[config.mk]
export PLATFORM = sky130hd
export DESIGN_NAME = if_pc_irq_ctrl_flat
export DESIGN_NICKNAME = d
export VERILOG_FILES = /design/src/rtl/if_pc_pkg.sv /design/src/rtl/if_pc_irq_ctrl_if.sv /design/src/rtl/irq_sync_edge.sv /design/src/rtl/if_pc_irq_ctrl.sv /design/src/flat_wrapper.sv
export SDC_FILE = /design/constraint.sdc
export NUM_CORES = 1
export LEC_CHECK = 0
export ABC_AREA = 1
export CELL_PAD_IN_SITES_DETAIL_PLACEMENT = 0
export CELL_PAD_IN_SITES_GLOBAL_PLACEMENT = 2
export CORE_UTILIZATION = 20
export CTS_CLUSTER_SIZE = 30
export DETAILED_ROUTE_END_ITERATION = 10
export PLACE_DENSITY = 0.88
export SLEW_MARGIN = 15
export SYNTH_ARGS = -nofsm -noshare
export SYNTH_HDL_FRONTEND = slang
export SYNTH_SLANG_ARGS = --single-unit
[constraint.sdc]
create_clock -name clk -period 1.7 [get_ports clk]
set_clock_uncertainty 0.2 [all_clocks]
set_input_delay 0.17 -clock clk [delete_from_list [all_inputs] [get_ports clk]]
set_output_delay 0.17 -clock clk [all_outputs]
set_load 0.005 [all_outputs]
[src/rtl/if_pc_pkg.sv]
// Shared types and default constants for the IF-stage PC / interrupt controller.
package if_pc_pkg;

  localparam int          XLEN_DEF       = 32;
  localparam logic [31:0] START_ADDR_DEF = 32'h0000_0000;

  // Source of the next PC, listed from highest to lowest priority
  typedef enum logic [2:0] {
    PC_SEL_RST,
    PC_SEL_RET,
    PC_SEL_IRQ,
    PC_SEL_NEXT,
    PC_SEL_HOLD
  } pc_sel_e;

endpackage

[src/rtl/if_pc_irq_ctrl_if.sv]
// Bus between the IF-stage PC/interrupt controller and its neighbours
// (branch/stall logic, CSR unit, interrupt sources).
interface if_pc_irq_ctrl_if #(
  parameter int XLEN    = 32,
  parameter int NUM_IRQ = 4
);
  localparam int IDW = (NUM_IRQ > 1) ? $clog2(NUM_IRQ) : 1;

  logic               pc_write;
  logic [XLEN-1:0]    pc_in;
  logic               csr_rst;
  logic               csr_ret;
  logic [XLEN-1:0]    csr_return_pc;
  logic [XLEN-1:0]    csr_isr_base;
  logic               csr_gie;
  logic [NUM_IRQ-1:0] irq_mask;
  logic [NUM_IRQ-1:0] irq_in;
  logic [XLEN-1:0]    pc_out;
  logic [NUM_IRQ-1:0] irq_pending;
  logic               irq_taken;
  logic [IDW-1:0]     irq_id;

  modport master (
    output pc_write, pc_in, csr_rst, csr_ret, csr_return_pc, csr_isr_base,
           csr_gie, irq_mask, irq_in,
    input  pc_out, irq_pending, irq_taken, irq_id
  );

  modport slave (
    input  pc_write, pc_in, csr_rst, csr_ret, csr_return_pc, csr_isr_base,
           csr_gie, irq_mask, irq_in,
    output pc_out, irq_pending, irq_taken, irq_id
  );

endinterface

[src/rtl/irq_sync_edge.sv]
// Synchroniser chain for one asynchronous interrupt line followed by a
// rising-edge detector (last stage high while the history flop is still low).
module irq_sync_edge #(
  parameter int SYNC_STAGES = 2
) (
  input  logic clk,
  input  logic rst_n,
  input  logic async_in,
  output logic edge_out
);

  logic [SYNC_STAGES-1:0] sync_q;
  logic [SYNC_STAGES-1:0] sync_d;
  logic                   hist_q;

  assign sync_d = {sync_q[SYNC_STAGES-2:0], async_in};

  always_ff @(posedge clk or negedge rst_n) begin
    if (!rst_n) begin
      sync_q <= '0;
      hist_q <= 1'b0;
    end else begin
      sync_q <= sync_d;
      hist_q <= sync_q[SYNC_STAGES-1];
    end
  end

  assign edge_out = sync_q[SYNC_STAGES-1] & ~hist_q;

endmodule

[src/rtl/if_pc_irq_ctrl.sv]
// IF-stage program counter with a prioritised multi-channel interrupt front end.
// Define IF_PC_VECTORED_IRQ_EN for vectored ISR addresses; otherwise direct mode.
module if_pc_irq_ctrl
  import if_pc_pkg::*;
#(
  parameter int              XLEN        = XLEN_DEF,
  parameter int              NUM_IRQ     = 4,
  parameter int              SYNC_STAGES = 2,
  parameter logic [XLEN-1:0] START_ADDR  = XLEN'(START_ADDR_DEF)
) (
  input  logic           clk,
  input  logic           rst_n,
  if_pc_irq_ctrl_if.slave bus
);

  localparam int IDW = (NUM_IRQ > 1) ? $clog2(NUM_IRQ) : 1;

  logic [XLEN-1:0]    pc_q,      pc_d;
  logic [NUM_IRQ-1:0] pending_q, pending_d;
  logic               taken_q,   taken_d;
  logic [IDW-1:0]     id_q,      id_d;

  logic [NUM_IRQ-1:0] irq_edge;
  logic [NUM_IRQ-1:0] irq_en;
  logic [NUM_IRQ-1:0] clr_mask;
  logic [IDW-1:0]     winner;
  logic               take;
  logic [XLEN-1:0]    isr_addr;
  pc_sel_e            pc_sel;

  for (genvar gi = 0; gi < NUM_IRQ; gi++) begin : g_sync
    irq_sync_edge #(
      .SYNC_STAGES (SYNC_STAGES)
    ) u_sync (
      .clk      (clk),
      .rst_n    (rst_n),
      .async_in (bus.irq_in[gi]),
      .edge_out (irq_edge[gi])
    );
  end

  always_comb begin
    irq_en = pending_q & bus.irq_mask;
    winner = '0;
    // Descending scan so the lowest enabled index is the one left standing
    for (int i = NUM_IRQ - 1; i >= 0; i--) begin
      if (irq_en[i]) winner = IDW'(i);
    end
    take = bus.csr_gie & (|irq_en);

`ifdef IF_PC_VECTORED_IRQ_EN
    isr_addr = bus.csr_isr_base + (XLEN'(winner) << 2);
`else
    isr_addr = bus.csr_isr_base;
`endif

    if (bus.csr_rst)       pc_sel = PC_SEL_RST;
    else if (bus.csr_ret)  pc_sel = PC_SEL_RET;
    else if (take)         pc_sel = PC_SEL_IRQ;
    else if (bus.pc_write) pc_sel = PC_SEL_NEXT;
    else                   pc_sel = PC_SEL_HOLD;
  end

  always_comb begin
    pc_d     = pc_q;
    clr_mask = '0;
    taken_d  = 1'b0;
    id_d     = id_q;

    case (pc_sel)
      PC_SEL_RST:  begin
        pc_d     = START_ADDR;
        clr_mask = '1;
      end
      PC_SEL_RET:  pc_d = bus.csr_return_pc;
      PC_SEL_IRQ:  begin
        pc_d    = isr_addr;
        taken_d = 1'b1;
        id_d    = winner;
        for (int i = 0; i < NUM_IRQ; i++) begin
          clr_mask[i] = (IDW'(i) == winner);
        end
      end
      PC_SEL_NEXT: pc_d = bus.pc_in;
      default:     pc_d = pc_q;
    endcase

    // A fresh edge overrides a clear on the same cycle so no request is lost
    pending_d = (pending_q & ~clr_mask) | irq_edge;
  end

  always_ff @(posedge clk or negedge rst_n) begin
    if (!rst_n) begin
      pc_q      <= START_ADDR;
      pending_q <= '0;
      taken_q   <= 1'b0;
      id_q      <= '0;
    end else begin
      pc_q      <= pc_d;
      pending_q <= pending_d;
      taken_q   <= taken_d;
      id_q      <= id_d;
    end
  end

  assign bus.pc_out      = pc_q;
  assign bus.irq_pending = pending_q;
  assign bus.irq_taken   = taken_q;
  assign bus.irq_id      = id_q;

endmodule
[src/flat_wrapper.sv]
// flat-port wrapper written by rule: the top's interface ports become plain ports
module if_pc_irq_ctrl_flat import if_pc_pkg::*;
#(
  parameter int              XLEN        = XLEN_DEF,
  parameter int              NUM_IRQ     = 4,
  parameter int              SYNC_STAGES = 2,
  parameter logic [XLEN-1:0] START_ADDR  = XLEN'(START_ADDR_DEF)
)
  (clk, rst_n, bus_pc_write, bus_pc_in, bus_csr_rst, bus_csr_ret, bus_csr_return_pc, bus_csr_isr_base, bus_csr_gie, bus_irq_mask, bus_irq_in, bus_pc_out, bus_irq_pending, bus_irq_taken, bus_irq_id);
  if_pc_irq_ctrl_if #(.XLEN(XLEN), .NUM_IRQ(NUM_IRQ)) bus_i ();
  input  logic clk;
  input  logic rst_n;
  input wire logic [$bits(bus_i.pc_write)-1:0] bus_pc_write;
  input wire logic [$bits(bus_i.pc_in)-1:0] bus_pc_in;
  input wire logic [$bits(bus_i.csr_rst)-1:0] bus_csr_rst;
  input wire logic [$bits(bus_i.csr_ret)-1:0] bus_csr_ret;
  input wire logic [$bits(bus_i.csr_return_pc)-1:0] bus_csr_return_pc;
  input wire logic [$bits(bus_i.csr_isr_base)-1:0] bus_csr_isr_base;
  input wire logic [$bits(bus_i.csr_gie)-1:0] bus_csr_gie;
  input wire logic [$bits(bus_i.irq_mask)-1:0] bus_irq_mask;
  input wire logic [$bits(bus_i.irq_in)-1:0] bus_irq_in;
  output wire logic [$bits(bus_i.pc_out)-1:0] bus_pc_out;
  output wire logic [$bits(bus_i.irq_pending)-1:0] bus_irq_pending;
  output wire logic [$bits(bus_i.irq_taken)-1:0] bus_irq_taken;
  output wire logic [$bits(bus_i.irq_id)-1:0] bus_irq_id;
  assign bus_i.pc_write = bus_pc_write;
  assign bus_i.pc_in = bus_pc_in;
  assign bus_i.csr_rst = bus_csr_rst;
  assign bus_i.csr_ret = bus_csr_ret;
  assign bus_i.csr_return_pc = bus_csr_return_pc;
  assign bus_i.csr_isr_base = bus_csr_isr_base;
  assign bus_i.csr_gie = bus_csr_gie;
  assign bus_i.irq_mask = bus_irq_mask;
  assign bus_i.irq_in = bus_irq_in;
  assign bus_pc_out = bus_i.pc_out;
  assign bus_irq_pending = bus_i.irq_pending;
  assign bus_irq_taken = bus_i.irq_taken;
  assign bus_irq_id = bus_i.irq_id;
  if_pc_irq_ctrl #(.XLEN(XLEN), .NUM_IRQ(NUM_IRQ), .SYNC_STAGES(SYNC_STAGES), .START_ADDR(START_ADDR)) u_core (.clk(clk), .rst_n(rst_n), .bus(bus_i));
endmodule
# After elaboration in Yosys (flattened, before gate mapping)

Cells that the tools add are included.

Word-level logic and storage cells: 46
Input port bits: 110
Flip-flop bits (word level): 51
Output and inout port bits: 39

Bitwise logic cells: 13
Mux-type cells: 11
Equality and inequality tests: 6
Reductions and logical operators: 4

Operator list:

| operator                                             | count |
|---|---|
| case mux 32 bit (4 select lines)                     | 1 |
| 2-to-1 mux 3 bit                                     | 4 |
| bitwise AND 4 bit                                    | 2 |
| 2-to-1 mux 2 bit                                     | 4 |
| case mux 4 bit (2 select lines)                      | 1 |
| equality test 3 x 2 -> 1 bit (second input constant) | 2 |
| bitwise AND 1 bit                                    | 5 |
| equality test 2 bit (first input constant)           | 2 |
| NOT 1 bit                                            | 4 |
| NOT 4 bit                                            | 1 |
| OR 4 bit                                             | 1 |
| nonzero test 4 bit                                   | 1 |
| OR reduction 4 bit                                   | 1 |
| equality test 3 x 1 -> 1 bit (second input constant) | 1 |
| logical NOT 3 bit                                    | 1 |
| equality test 1 x 2 -> 1 bit (first input constant)  | 1 |
| logical NOT 2 bit                                    | 1 |
| 2-to-1 mux 1 bit                                     | 1 |

# Logic depth before layout (Yosys ltp)

Depth in word-level cells: 11
Depth in mapped cells: 9
Gate-level depth less buffers: 9

# Cells and area by module

Synthesis repeated with hierarchy kept, for this count alone.

Cells, all modules: 396
Area total of the unflattened synthesis: 2869.0 µm²

By module, submodules not included:

| module         | sequential area each (µm²) | area an instance (µm²) | cells an instance | times used |
|---|---|---|---|---|
| if_pc_irq_ctrl | 975.9                      | 2528.7                 | 376               | 1 |
| irq_sync_edge  | 75.1                       | 85.1                   | 5                 | 4 |

# Worst setup path before layout

Ideal clock, no wire load.

Path type: register to register
From: register u_core.pending_q[1], in the netlist u_core.bus.irq_pending[1]
To: register u_core.pc_q[10], in the netlist u_core.bus.pc_out[10]
Arrival: 1.226 ns
Stages on the path, launching flop included: 9
Slack: 0.209 ns
Library setup time: 0.065 ns
Cells stage by stage: dfrtp_1 > nand2_1 > nand2_2 > o21ai_4 > buf_6 > nand3_1 > nand2_1 > inv_1 > nand2_1

Longest elaborated chain between the ends: 8
Elaborated cells between the ends (all ways): 12
Those cells by class: 3 x eq/ne; 4 x mux; 2 x bitwise; 3 x reduce/logical

RTL lines:

| element                                                                | RTL line              | RTL |
|---|---|---|
| start, declared                                                        | if_pc_irq_ctrl.sv:19  | `logic [NUM_IRQ-1:0] pending_q, pending_d;` |
| start signal, assigned                                                 | if_pc_irq_ctrl.sv:100 | `pending_q <= pending_d;` |
| bitwise AND 4 bit (*)                                                  | if_pc_irq_ctrl.sv:43  | `irq_en = pending_q & bus.irq_mask;` |
| OR reduction 4 bit (*)                                                 | if_pc_irq_ctrl.sv:49  | `take = bus.csr_gie & (\|irq_en);` |
| bitwise AND 1 bit (*)                                                  | if_pc_irq_ctrl.sv:49  |  |
| 2-to-1 mux 3 bit (*)                                                   | if_pc_irq_ctrl.sv:59  | `else if (take) pc_sel = PC_SEL_IRQ;` |
| 2-to-1 mux 3 bit (*)                                                   | if_pc_irq_ctrl.sv:58  | `else if (bus.csr_ret) pc_sel = PC_SEL_RET;` |
| 2-to-1 mux 3 bit (*)                                                   | if_pc_irq_ctrl.sv:57  | `if (bus.csr_rst) pc_sel = PC_SEL_RST;` |
| equality test 3 x 2 -> 1 bit (tied with other cells)                   | if_pc_irq_ctrl.sv:70  | `case (pc_sel)` |
| case mux 32 bit (4 select lines) or nonzero test 4 bit (tied branches) | --                    |  |
| end signal, assigned                                                   | if_pc_irq_ctrl.sv:99  | `pc_q <= pc_d;` |
| end, declared                                                          | if_pc_irq_ctrl.sv:18  | `logic [XLEN-1:0] pc_q, pc_d;` |

Every way passes the cells marked *; elsewhere a longest branch is shown, timed or not.
A chain may end at the register's enable or synchronous reset.

# Final worst setup path

From: register u_core.pending_q[2], in the netlist u_core.bus.irq_pending[2]
To: register u_core.pc_q[13], in the netlist u_core.bus.pc_out[13]

Same word-level chain as after synthesis.

==> impl_results.rst <==
.. list-table::
   :header-rows: 1

   * - Metric
     - Value
   * - Run status
     - finished, final reports clean
   * - Maximum clock rate
     - 0.620 GHz
   * - CP most frequent cell
     - sky130_fd_sc_hd__nand2_1
   * - Max-cap violations
     - 0
   * - Final worst-path cycle share
     - 0.949
   * - Max FO, Critical Path
     - 9
   * - Launching instance or port of the critical path
     - u_core.bus.irq_pending[2]
   * - Mean Syn Cell Area
     - 6.94 µm²
   * - Worst Hold Slack
     - 104 ps
   * - Post-synthesis instance area
     - 0.00293 mm²
   * - Initial standard-cell utilization of the core
     - 0.208
   * - Count of nets left with antenna violations after detail routing
     - 0
   * - Area fraction of the dominant cell type after synthesis
     - 0.436
   * - Combined buffer and inverter count along the critical path
     - 3
   * - Synthesized netlist cell count
     - 422
   * - Cell count after placement
     - 747
   * - Routed met2 length
     - 5250 µm
   * - Number of endpoints with negative hold slack in the final report
     - 0
   * - Stages on the worst setup path
     - 9
   * - Total half-perimeter wirelength after legalization and detailed placement
     - 7350 µm
   * - Leading cell types in the layout, fill and taps excluded
     - sky130_fd_sc_hd__nand2_1 (149), sky130_fd_sc_hd__clkdlybuf4s50_1 (147), sky130_fd_sc_hd__inv_1 (77)
   * - Switching power
     - 0.989 mW
   * - Minimum clock period after layout
     - 1610 ps
   * - Leftover overflow at the end of global routing
     - 0
   * - Flop and latch count out of synthesis
     - 51
   * - Maximum number of pins on one net before global-route repair
     - 52
   * - TritonRoute pass-1 iters
     - 4
   * - Class of the tightest hold or removal check
     - input port to flop
   * - Area enclosed by the die boundary
     - 0.0151 mm²
   * - Required @ worst endpoint
     - 1740 ps
   * - Library cell with the largest summed area after synthesis
     - sky130_fd_sc_hd__dfrtp_1
   * - Via count of the routed design
     - 3189
   * - Worst Tran Pin Value
     - 294 ps
   * - Worst setup endpoint
     - u_core.bus.pc_out[13]
   * - Total routing resource utilization after global routing
     - 0.134
   * - Final Total Pwr
     - 3.44 mW
   * - Wire per inst
     - 14.2 µm
   * - R2R Path End
     - u_core.bus.pc_out[13]
   * - Clock transition at the registers of the reported paths
     - 80 ps
   * - Count of routing violations after the opening detailed-route iteration
     - 84
   * - Worst setup EP type
     - flop
   * - Headroom to the max-slew limit
     - 0.804
   * - Nets
     - 691
   * - Startpoint type of the worst setup path
     - flop
   * - Power density relative to cell area
     - 677 mW/mm²
   * - Vias in the first global route
     - 3101
   * - CORE AREA
     - 0.0141 mm²
   * - Level count of the clock H-tree
     - 2
   * - Arrival time reported for the critical path endpoint
     - 1650 ps
   * - Chip width
     - 123 µm
   * - Average via count per standard cell
     - 4.19
   * - Worst path top cell family by delay
     - flip-flops
   * - Detailed-route wire length
     - 10800 µm
   * - Ports
     - 149
   * - First-pass GRT wire length
     - 15500 µm
   * - Count of placed standard cells in the final layout, fillers left out
     - 762
   * - Routed wl met3
     - 728 µm
   * - Clock root cell
     - sky130_fd_sc_hd__clkbuf_16
   * - Worst ir drop on vdd
     - 0.341 mV
   * - Internal power of the cells
     - 2.45 mW
   * - Buffer depth of the longest clock path
     - 2
   * - Critical Path, Cell by Cell
     - nand2_1, nand2_2, o21ai_4, buf_12, buf_6, nand3_1, nand2_1, inv_1, nand2_1
   * - Count of unique library cells instantiated by Yosys
     - 15
   * - Count of final setup violators
     - 0
   * - Cells on worst reg2reg path
     - 9
   * - Slowest stage cell on the critical path
     - sky130_fd_sc_hd__dfrtp_1
   * - Most frequent standard cell in the layout excluding fill and tap cells
     - sky130_fd_sc_hd__nand2_1
   * - Number of antenna violations at the first check in global routing
     - 0
   * - DRC violations left
     - 0
   * - Number of buffers inserted by port buffering
     - 148
   * - TritonCTS Sinks
     - 51
   * - Register-to-Register Setup Slack
     - 90 ps
   * - Sequential power share
     - 0.398
   * - Top cells by area, synth
     - sky130_fd_sc_hd__dfrtp_1 (44%), sky130_fd_sc_hd__nand2_1 (19%), sky130_fd_sc_hd__nand3_1 (11%), sky130_fd_sc_hd__inv_1 (10%), sky130_fd_sc_hd__nand4_1 (7.1%)
   * - Critical path's largest stage delay
     - 420 ps
   * - Share of power burned in combinational logic
     - 0.291
   * - Proportion of power drawn by the clock network
     - 0.311
   * - Routability congestion estimate
     - 0.777
   * - Worst Setup Slack, final
     - 87.1 ps
   * - Net switching fraction of the power
     - 0.287
   * - Leakage power
     - 2.50 nW
   * - Worst setup slack after placement
     - -147 ps
   * - Pins over their slew limit
     - 0
   * - Die Ht
     - 123 µm
   * - DR top layer
     - met4
   * - Seq/Total Area, Yosys
     - 0.436
   * - Diodes inserted
     - 0
   * - Warnings from Yosys
     - 0
   * - Setup TNS after final layout
     - 0 ps
   * - Clock tree from TritonCTS
     - yes
   * - CTS Buf Count
     - 5
   * - Worst-skew pair later-pin latency
     - 300 ps
   * - Num rows
     - 43
   * - Total routed wire length on the met1 layer
     - 4710 µm
   * - Syn nets
     - 532
   * - Layout cells sized above 1
     - 0.0842
   * - Critical R2R Launch
     - u_core.bus.irq_pending[2]
   * - WS Path Type
     - flop to flop
   * - Area growth from synthesis to layout
     - 73.7%
-- area by class of cell --
class / instances / area (µm²)
fillers: 1498 / 9010
multi-input cells: 267 / 1220
clock buffers: 5 / 125
inverters: 79 / 297
repair buffers: 177 / 1910
flip-flops and latches: 51 / 1280
well taps: 180 / 225
clock inverters: 3 / 26.3
-- flip-flops by register name (all words and copies together) (netlist names) --
register,flops
u_core.bus.irq_pending,4
u_core.g_sync.u_sync.sync_q,8
u_core.bus.irq_taken,1
u_core.bus.irq_id,2
u_core.g_sync.u_sync.hist_q,4
u_core.bus.pc_out,32
-- power by group through the flow --
stage	clock network [mW]	registers [mW]	logic, mW
6_report	1.07	1.37	1.00
5_1_grt	1.16	1.38	1.09
4_1_cts	1.12	1.37	0.938
3_5_place_dp	0	1.39	0.932
3_3_place_gp	0	1.39	0.926
2_1_floorplan	0	1.39	0.306
-- synthesized netlist by cell type --
cell type,instances
sky130_fd_sc_hd__o21ai_0,3
sky130_fd_sc_hd__nand2_2,3
sky130_fd_sc_hd__nor2_2,2
sky130_fd_sc_hd__clkbuf_1,10
sky130_fd_sc_hd__nand3_1,67
sky130_fd_sc_hd__o21ai_4,1
sky130_fd_sc_hd__nor2_1,7
sky130_fd_sc_hd__buf_6,6
sky130_fd_sc_hd__nand2_1,150
sky130_fd_sc_hd__inv_1,78
sky130_fd_sc_hd__nor2_4,1
sky130_fd_sc_hd__inv_2,1
sky130_fd_sc_hd__buf_2,9
sky130_fd_sc_hd__nand4_1,33
sky130_fd_sc_hd__dfrtp_1,51
-- metrics by stage --
stage	utilization	instance area, µm²
3_3_place_gp	0.340	4790
4_1_cts	0.352	4960
6_report	0.361	5080
5_1_grt	0.361	5080
3_5_place_dp	0.340	4790
2_1_floorplan	-	2930
-- repair_timing --
item                                    CTS  global route
buffers inserted                          0             2
endpoints found under the setup margin    0            21
gates resized for setup                   0             4
hold buffers                              1             0
hold endpoints to repair                 51             0
-- worst min-delay path by stage --
stage                        from                                end  slack (ps)  cells past startpoint
detailed placement          rst_n  u_core.g_sync[2].u_sync.sync_q[0]           2                      2
floorplan                   rst_n               u_core.bus.irq_id[0]        -330                      0
global placement            rst_n  u_core.g_sync[1].u_sync.sync_q[0]         -10                      2
CTS                 bus_irq_in[2]  u_core.g_sync[2].u_sync.sync_q[0]         100                      1
global route        bus_irq_in[2]  u_core.g_sync[2].u_sync.sync_q[0]         100                      1
finish              bus_irq_in[2]  u_core.g_sync[2].u_sync.sync_q[0]         100                      1
-- cells by family after synthesis --
group                  Yosys count  share of synthesized area
buffers and inverters          104                      0.153
DFF                             51                      0.436
and+or+nand+nor                263                      0.401
AOI/OAI and AO/OA                4                     0.0107
-- metal layers --
metal  global-route usage  up-vias
li1                     -     1624
met1                0.158     1453
met2                0.240      105
met3               0.0351        7
met4               0.0384        0
met5                    0        -
Note: power is estimated with default switching activity, not from simulation.
